===== src/rtl/rf_pkg.sv =====
// Shared constants for the register-file write-back path.
// Nothing here holds state: it carries the default address/data widths,
// the architectural register count, the hardwired-zero register address and
// the fixed requester slot assignments used by the write-back producers.
package rf_pkg;

  localparam int RF_AW        = 5;
  localparam int RF_DW        = 32;
  localparam int RF_NREGS     = 32;
  localparam int RF_ZERO_ADDR = 0;

  // Requester slot assignments on the write-back arbiter.
  localparam int REQ_ALU = 0;
  localparam int REQ_LSU = 1;
  localparam int REQ_MDU = 2;

  typedef logic [RF_NREGS-1:0] busy_vec_t;

endpackage


===== src/rtl/rr_arbiter.sv =====
// Round-robin arbiter over N requesters.
//   clk, nrst : clock, synchronous active-low reset
//   valid     : request vector
//   advance   : a grant was consumed this cycle; pointer moves to the winner
//   grant     : one-hot grant (combinational), only ever on a valid bit
//   ptr       : index of the most recently granted requester
// The search starts at ptr+1 and wraps, so the last winner has the lowest
// priority. The pointer resets to N-1, which gives requester 0 first pick.
module rr_arbiter #(
  parameter int N = 3,
  localparam int PW = (N > 1) ? $clog2(N) : 1
) (
  input  logic          clk,
  input  logic          nrst,
  input  logic [N-1:0]  valid,
  input  logic          advance,
  output logic [N-1:0]  grant,
  output logic [PW-1:0] ptr
);

  logic [PW-1:0] ptr_q;
  logic [PW-1:0] ptr_d;
  logic [PW-1:0] win;
  logic [PW-1:0] cand;
  logic          found;

  always_comb begin
    grant = '0;
    win   = ptr_q;
    cand  = '0;
    found = 1'b0;
    for (int k = 1; k <= N; k++) begin
      cand = PW'((int'(ptr_q) + k) % N);
      if (!found && valid[cand]) begin
        grant[cand] = 1'b1;
        win         = cand;
        found       = 1'b1;
      end
    end
    ptr_d = advance ? win : ptr_q;
  end

  always_ff @(posedge clk) begin
    if (!nrst) begin
      ptr_q <= PW'(N - 1);
    end else begin
      ptr_q <= ptr_d;
    end
  end

  assign ptr = ptr_q;

endmodule


===== src/rtl/rf_wb_arbiter.sv =====
// Write-back arbiter for the register file's single write port.
//   clk, nrst          : clock, synchronous active-low reset
//   req_valid/ready    : per-requester handshake, ready is a one-hot grant
//   req_addr/req_data  : packed per-requester destination and data
//   rf_wr_en/addr/data : registered write port, one cycle after acceptance
//   rf_wr_src          : requester whose beat is currently on the write port
//   busy_set_en/addr   : issue logic reserving a destination register
//   busy_mask          : registers with a write still outstanding
//   x0_drop            : sticky flag, a write to register 0 was discarded
// The port never back-pressures: grants depend only on requests and the
// round-robin pointer.
module rf_wb_arbiter
  import rf_pkg::*;
#(
  parameter int NREQ = 3,
  parameter int AW   = RF_AW,
  parameter int DW   = RF_DW
) (
  input  logic               clk,
  input  logic               nrst,
  input  logic [NREQ-1:0]    req_valid,
  input  logic [NREQ*AW-1:0] req_addr,
  input  logic [NREQ*DW-1:0] req_data,
  output logic [NREQ-1:0]    req_ready,
  output logic               rf_wr_en,
  output logic [AW-1:0]      rf_wr_addr,
  output logic [DW-1:0]      rf_wr_data,
  output logic [2:0]         rf_wr_src,
  input  logic               busy_set_en,
  input  logic [AW-1:0]      busy_set_addr,
  output logic [31:0]        busy_mask,
  output logic               x0_drop
);

  localparam int PW = (NREQ > 1) ? $clog2(NREQ) : 1;

  generate
    if (NREQ < 2 || NREQ > 8) begin : g_bad_nreq
      $error("rf_wb_arbiter: NREQ must be in 2..8 to fit rf_wr_src");
    end
  endgenerate

  logic [NREQ-1:0] grant;
  logic [PW-1:0]   ptr;
  logic            xfer;

  rr_arbiter #(.N(NREQ)) u_rr (
    .clk     (clk),
    .nrst    (nrst),
    .valid   (req_valid),
    .advance (xfer),
    .grant   (grant),
    .ptr     (ptr)
  );

  assign req_ready = grant;
  assign xfer      = |grant;

  // Granted beat's payload; grant is one-hot so OR-ing is a clean mux.
  logic [AW-1:0] sel_addr;
  logic [DW-1:0] sel_data;
  always_comb begin
    sel_addr = '0;
    sel_data = '0;
    for (int i = 0; i < NREQ; i++) begin
      if (grant[i]) begin
        sel_addr = sel_addr | req_addr[i*AW +: AW];
        sel_data = sel_data | req_data[i*DW +: DW];
      end
    end
  end

  logic            wr_en_q,   wr_en_d;
  logic [AW-1:0]   wr_addr_q, wr_addr_d;
  logic [DW-1:0]   wr_data_q, wr_data_d;
  logic            src_ok_q,  src_ok_d;
  logic            x0_drop_q, x0_drop_d;
  busy_vec_t       busy_q,    busy_d;
  logic            sel_is_x0;

  assign sel_is_x0 = (sel_addr == AW'(RF_ZERO_ADDR));

  always_comb begin
    wr_en_d   = xfer && !sel_is_x0;
    wr_addr_d = wr_en_d ? sel_addr : wr_addr_q;
    wr_data_d = wr_en_d ? sel_data : wr_data_q;
    src_ok_d  = src_ok_q | xfer;
    x0_drop_d = x0_drop_q | (xfer && sel_is_x0);
  end

  // Scoreboard: a new reservation beats the commit clearing the same bit,
  // because it belongs to a younger producer. Bit 0 never gets set.
  assign busy_d[0] = 1'b0;
  generate
    for (genvar gi = 1; gi < RF_NREGS; gi++) begin : g_busy
      logic set_hit;
      logic clr_hit;
      assign set_hit    = busy_set_en && (busy_set_addr == AW'(gi));
      assign clr_hit    = wr_en_q && (wr_addr_q == AW'(gi));
      assign busy_d[gi] = set_hit ? 1'b1 : (clr_hit ? 1'b0 : busy_q[gi]);
    end
  endgenerate

  always_ff @(posedge clk) begin
    if (!nrst) begin
      wr_en_q   <= 1'b0;
      wr_addr_q <= '0;
      wr_data_q <= '0;
      src_ok_q  <= 1'b0;
      x0_drop_q <= 1'b0;
      busy_q    <= '0;
    end else begin
      wr_en_q   <= wr_en_d;
      wr_addr_q <= wr_addr_d;
      wr_data_q <= wr_data_d;
      src_ok_q  <= src_ok_d;
      x0_drop_q <= x0_drop_d;
      busy_q    <= busy_d;
    end
  end

  // The arbiter pointer already holds the last granted index, which is the
  // source of the beat in the output stage. Until the first transfer after
  // reset it still reads NREQ-1, so report 0 instead.
  assign rf_wr_src  = src_ok_q ? 3'(ptr) : 3'd0;
  assign rf_wr_en   = wr_en_q;
  assign rf_wr_addr = wr_addr_q;
  assign rf_wr_data = wr_data_q;
  assign busy_mask  = busy_q;
  assign x0_drop    = x0_drop_q;

endmodule


===== config.mk =====
export PLATFORM = sky130hd
export DESIGN_NAME = rf_wb_arbiter
export DESIGN_NICKNAME = d
export VERILOG_FILES = /design/src/rtl/rf_pkg.sv /design/src/rtl/rr_arbiter.sv /design/src/rtl/rf_wb_arbiter.sv
export SDC_FILE = /design/constraint.sdc
export NUM_CORES = 1
export LEC_CHECK = 0
export CAP_MARGIN = 20
export CORE_MARGIN = 5
export CORE_UTILIZATION = 41
export CTS_CLUSTER_DIAMETER = 100
export CTS_CLUSTER_SIZE = 20
export DETAILED_ROUTE_END_ITERATION = 10
export PLACE_DENSITY = 0.79
export SLEW_MARGIN = 20
export SYNTH_ARGS = -nofsm -noshare
export SYNTH_HDL_FRONTEND = slang
export SYNTH_SLANG_ARGS = --single-unit

===== constraint.sdc =====
create_clock -name clk -period 3.4 [get_ports clk]
set_input_delay 0.68 -clock clk [delete_from_list [all_inputs] [get_ports clk]]
set_output_delay 0.68 -clock clk [all_outputs]
set_load 0.1 [all_outputs]

### Word-level counts from Yosys, hierarchy flattened

Index checks and enable logic that the tools add are counted.

* mux-type cells: 89
* equal/unequal tests: 62
* $lt $le $gt $ge: 6
* bitwise logic cells: 8
* divide/modulo/power cells: 3
* add/sub/neg operators: 3
* reduce and logical (&&, ||, !) cells: 107

Operator list (count)
* $eq A5 B5 Y1 const B: 32
* $mod A32 B3 Y32 const B: 3
* $mux W32: 3
* $eq A5 B4 Y1 const B: 16
* $mux W1: 70
* $logic_and A1 B1 Y1: 69
* $or A32 B32 Y32: 2
* $reduce_bool A2 Y1: 31
* $eq A5 B3 Y1 const B: 8
* $eq A5 B2 Y1 const B: 4
* $mux W5: 3
* $eq A5 B1 Y1 const B: 2
* $or A5 B5 Y5: 2
* $lt A2 B3 Y1 const B: 3
* $mux W3: 3
* $mux W2: 4
* $add A2 B2 Y3 const B: 2
* $bmux W1 S2: 3
* $demux W1 S2: 3
* $ge A2 B1 Y1 const B: 3
* $or A3 B3 Y3: 2
* $logic_not A5 Y1: 1
* $add A2 B1 Y3 const B: 1
* $logic_not A1 Y1: 3
* other kinds (4): 5

* input port bits: 122
* output and inout bits: 77
* register bits after elaboration: 74

### Depth between registers and ports, before layout

* depth in word-level cells: 19
* depth in mapped cells: 12
* gate-level depth less buffers: 10

### Cells and area by module

From an unflattened synthesis, not the netlist that was laid out.

* cell total of the unflattened synthesis: 413
* area, all modules: 3585.9 um^2

Modules (own cells, without submodules)
* rf_wb_arbiter: sequential area each 1421.4 um^2, area an instance 3198.1 um^2, cells each 360, instances 1
* rr_arbiter: sequential area each 40.0 um^2, area an instance 387.9 um^2, cells each 53, instances 1

### Worst setup path after synthesis

OpenSTA, ideal clock, no wires.

* path kind: reg-to-output
* start point: register u_rr.ptr_q[0], in the netlist u_rr.ptr[0]
* end point: output port req_ready[1]
* arrival time: 2.592 ns
* setup slack: 0.128 ns
* cell stages (with the launch flop): 10
* required time: 2.720 ns
* cell sequence: dfxtp_1 > inv_1 > ha_1 > mux2_4 > a222oi_1 > and2b_1 > nor2_4 > inv_4 > buf_6 > buf_2

* longest elaborated chain between the ends: 11
* elaborated cells between the ends (all ways): 38

RTL lines
* start: declaration: line rr_arbiter.sv:21 `logic [PW-1:0] ptr_q;`
* start signal: assignment: line rr_arbiter.sv:45 `ptr_q <= PW'(N - 1);`
* start signal: assignment: line rr_arbiter.sv:47 `ptr_q <= ptr_d;`
* $add A2 B1 Y3: line rr_arbiter.sv:33 `cand = PW'((int'(ptr_q) + k) % N);`
* $mod A32 B3 Y32: line rr_arbiter.sv:33
* $lt A2 B3 Y1 (not written as such) (tied with other cells): line rr_arbiter.sv:35 `grant[cand] = 1'b1;`
* $logic_and A1 B1 Y1 (not written as such) / $mux W1 (equally long branches): line rr_arbiter.sv:35, rr_arbiter.sv:34
* $mux W1, on equally long branches: line rr_arbiter.sv:35, rr_arbiter.sv:34
* $demux W1 S2 / $logic_not A1 Y1 (equally long branches)
* $mux W3 / $logic_and A1 B1 Y1 (equally long branches): line rr_arbiter.sv:34 `if (!found && valid[cand]) begin`
* $or A3 B3 Y3 (no source line) / $mux W1 (equally long branches)
* $mux W3 / $logic_not A1 Y1 (equally long branches): line rr_arbiter.sv:34
* $or A3 B3 Y3 (no source line) / $logic_and A1 B1 Y1 (equally long branches)
* $mux W3 *: line rr_arbiter.sv:34
* end: declaration: line rf_wb_arbiter.sv:24 `output logic [NREQ-1:0] req_ready,`

Every way passes the cells marked *; elsewhere a longest branch is shown, timed or not. The select of a mux whose other input is x is not followed.

### Worst setup path in the final report

* start point: register u_rr.ptr_q[0], in the netlist u_rr.ptr[0]
* end point: output port req_ready[2]

Same word-level chain as after synthesis.

==> results.py <==
metrics = {
    "worst_setup_path": {
        "cp.arrival_ns": 2.63,
        "critPathMaxFanout": 20,
        "worst_setup_path_end_kind": "primary output",
        "crit_type": "flop to primary output",
        "crit_required_ns": 2.72,
        "ff2ff_path_depth": 11,
        "reg2reg_to": "rf_wr_data[17]",
        "crit-reg2reg-launch": "u_rr.ptr[0]",
        "regToRegSetupSlack_ns": 0.32,
        "startpoint_type": "flop",
    },
    "pwr": {
        "leakage_nw": 2.21,
        "finalPower_mw": 7.05,
        "p_per_area_nw_per_um2": 1130,
        "ir_drop_uv": 653,
    },
    "logic_synthesis": {
        "avgSynthCellArea_um2": 9.30,
        "synth_cell_types": 61,
        "synth_warnings": 0,
        "netlist_instances": 432,
        "yosysTopAreaCell": "dfxtp_1",
        "synth_area_leaders": "dfxtp_1 36%, a211oi_2 9.3%, a222oi_1 8.7%, a21oi_1 5.1%, nor4_1 5.0%",
        "synth_ff_type": "dfxtp_1",
        "ys_seq_elements": 73,
        "async_reset_ff_frac": 0,
        "synth_top_cell_area_share": 0.364,
        "seq_area_frac_synth": 0.364,
        "synth_edf_count": 0,
        "synth_area_um2": 4020,
    },
    "timing": {
        "hold_violations": 0,
        "hold_ws_ns": 0.481,
        "setup_viol": 0,
        "max_slew_margin": 0.331,
        "drv_slew": 0,
        "clock_skew_ns": 0.0106,
        "fmax_mhz": 302,
        "layout_worst_path_cycle_share": 0.973,
        "rsz0062_at_grt": "false",
        "tightest_slew_ns": 1.00,
        "period_needed_ns": 3.31,
    },
    "grt": {
        "grt-ovfl-total": 0,
        "grt_util_all_layers": 0.235,
        "grt_pass1_vias": 4295,
        "grt_first_pass_wirelength_um": 22200,
        "grt_max_degree": 47,
        "antenna_found_initial": 0,
    },
    "cells_and_area": {
        "area_delta_synth_final_pct": 55.3,
        "diodes": 0,
        "drive_gt1_frac": 0.190,
        "nets": 741,
        "final_core_utilization": 0.645,
    },
    "detailed_routing": {
        "viasPerCell": 5.85,
        "drt_iter0_drc": 344,
        "drt-total-wl_um": 14600,
        "wl_per_cell_um": 19.3,
        "route.detailed.drc": 0,
        "vias": 4407,
        "ant_nets": 0,
        "drt-pass1-iter-count": 7,
    },
    "clock_network": {
        "cts_made_buffers": 9,
        "clock_latency_ns": 0.36,
        "cts.sinks": 73,
        "tritoncts": "built",
        "clock_path_buffers": 2,
        "cts-root-buf": "clkbuf_8",
        "cts_setup_buffers": 0,
        "htree_levels": 3,
        "clk_pin_slew_ns": 0.09,
    },
    "die": {
        "fp.dieW_um": 109,
        "dieArea_um2": 11900,
        "floorplan.rows": 36,
        "io_pins": 199,
        "core_area_um2": 9680,
        "die_h_um": 109,
        "start_util": 0.415,
    },
    "place": {
        "io_buffers": 196,
        "globalplace.congestion": 0.876,
        "hpwlAfterDp_um": 11100,
    },
    "job": {
        "drv_cap": 0,
    },
    "hold_path": {
        "hold_path_end": "busy_mask[7]",
        "hold_start": "busy_mask[7]",
        "worstHoldPathCells": 2,
        "hp-class": "flop to flop",
    },
    "status": {
        "status": "completed",
    },
}
## cells in the final DEF (no fill, tap or decap), types with 3 or more instances in the layout
| master | n |
|---|---|
| a211oi_2 | 30 |
| a21oi_1 | 41 |
| a222oi_1 | 35 |
| buf_12 | 8 |
| buf_4 | 43 |
| clkbuf_8 | 9 |
| clkdlybuf4s50_1 | 160 |
| dfxtp_1 | 72 |
| ha_1 | 3 |
| inv_1 | 7 |
| nand2_1 | 35 |
| nand2b_1 | 4 |
| nand3_1 | 14 |
| nand4_1 | 6 |
| nor2_1 | 11 |
| nor2b_1 | 10 |
| nor3b_1 | 3 |
| nor4_1 | 32 |
| o21ai_0 | 35 |
## worst max path at each step
stage	startpoint	to	slack, ns	cells after the start
floorplan	u_rr.ptr[0]	req_ready[1]	0.13	9
global route	u_rr.ptr[0]	req_ready[2]	0.03	8
CTS	u_rr.ptr[0]	req_ready[1]	0.01	9
finish	u_rr.ptr[0]	req_ready[2]	0.09	8
detailed placement	req_valid[0]	rf_wr_data[17]	-0.12	10
global placement	req_valid[0]	rf_wr_data[29]	0.03	10
## state kept, by name (all words and copies together) (netlist names)
signal / cells
busy_mask: 31
x0_drop: 1
rf_wr_addr: 5
rf_wr_data: 32
rf_wr_en: 1
src_ok_q: 1
u_rr.ptr: 2
## kinds of logic after synthesis
| group | count (synthesis) | share of synthesized area |
|---|---|---|
| AO/OA/AOI/OAI | 165 | 0.339 |
| AND/OR/NAND/NOR | 133 | 0.182 |
| flip-flops | 73 | 0.364 |
| buffers and inverters | 51 | 0.0875 |
| multiplexers | 5 | 0.0143 |
| adder cells (fa/ha/maj) | 4 | 0.0125 |
| other | 1 | 0.000933 |
## Yosys cell counts, types with 3 or more instances
| cell type | number |
|---|---|
| nor3b_1 | 3 |
| nand2b_1 | 4 |
| nand2_1 | 35 |
| a21oi_1 | 41 |
| nor2_1 | 11 |
| buf_2 | 11 |
| buf_12 | 3 |
| nand3_1 | 14 |
| nor4_1 | 32 |
| ha_1 | 4 |
| nor2b_1 | 10 |
| dfxtp_1 | 73 |
| inv_1 | 7 |
| a211oi_2 | 30 |
| buf_6 | 6 |
| a222oi_1 | 35 |
| buf_4 | 9 |
| nand4_1 | 6 |
| o21ai_0 | 35 |
| clkbuf_1 | 11 |
## critical path: stages (launching register included)
cell and delay, ns:
dfxtp_2 0.36, inv_1 0.09, ha_4 0.35, mux2_4 0.32, a222oi_1 0.33, buf_4 0.19
a31o_2 0.24, buf_12 0.19, buf_12 0.18
## metrics by stage
stage	cells	cell area (µm²)	setup TNS [ns]	setup WS (ns)
CTS	752	6210	0	0.0100
global route	753	6240	0	0.0330
global placement	736	5970	0	0.0277
finish	753	6240	0	0.0906
detailed placement	736	5970	-1.98	-0.118
floorplan	433	4020	0	0.128
## layout make-up
type | instances | area [µm²]
Timing Repair Buffer | 212 | 2110
Fill cell | 808 | 3440
Clock buffer | 9 | 124
Tap cell | 133 | 166
Clock inverter | 7 | 103
Inverter | 10 | 55.1
Sequential cell | 73 | 1460
Multi-Input combinational cell | 309 | 2220
## routing by layer
metal	up-vias	part of all wire	GRT usage
li1	2081	-	-
met3	24	0.079	0.0557
met1	2132	0.39	0.281
met4	0	0.023	0.0739
met5	-	0	0
met2	170	0.51	0.416
## timing repair
| item | in CTS | in global routing |
|---|---|---|
| pin swaps | 0 | 0 |
| setup endpoints to repair | 5 | 3 |
| hold buffers | 0 | 0 |
| resized for setup | 3 | 3 |
| gates cloned | 0 | 1 |
## report_power, final
| part | internal (mW) | switching (mW) |
|---|---|---|
| Clock | 0.422 | 0.355 |
| Sequential | 1.07 | 0.160 |
| Combinational | 1.63 | 3.41 |
| Total | 3.12 | 3.92 |
Note: power is estimated with default switching activity, not from simulation.
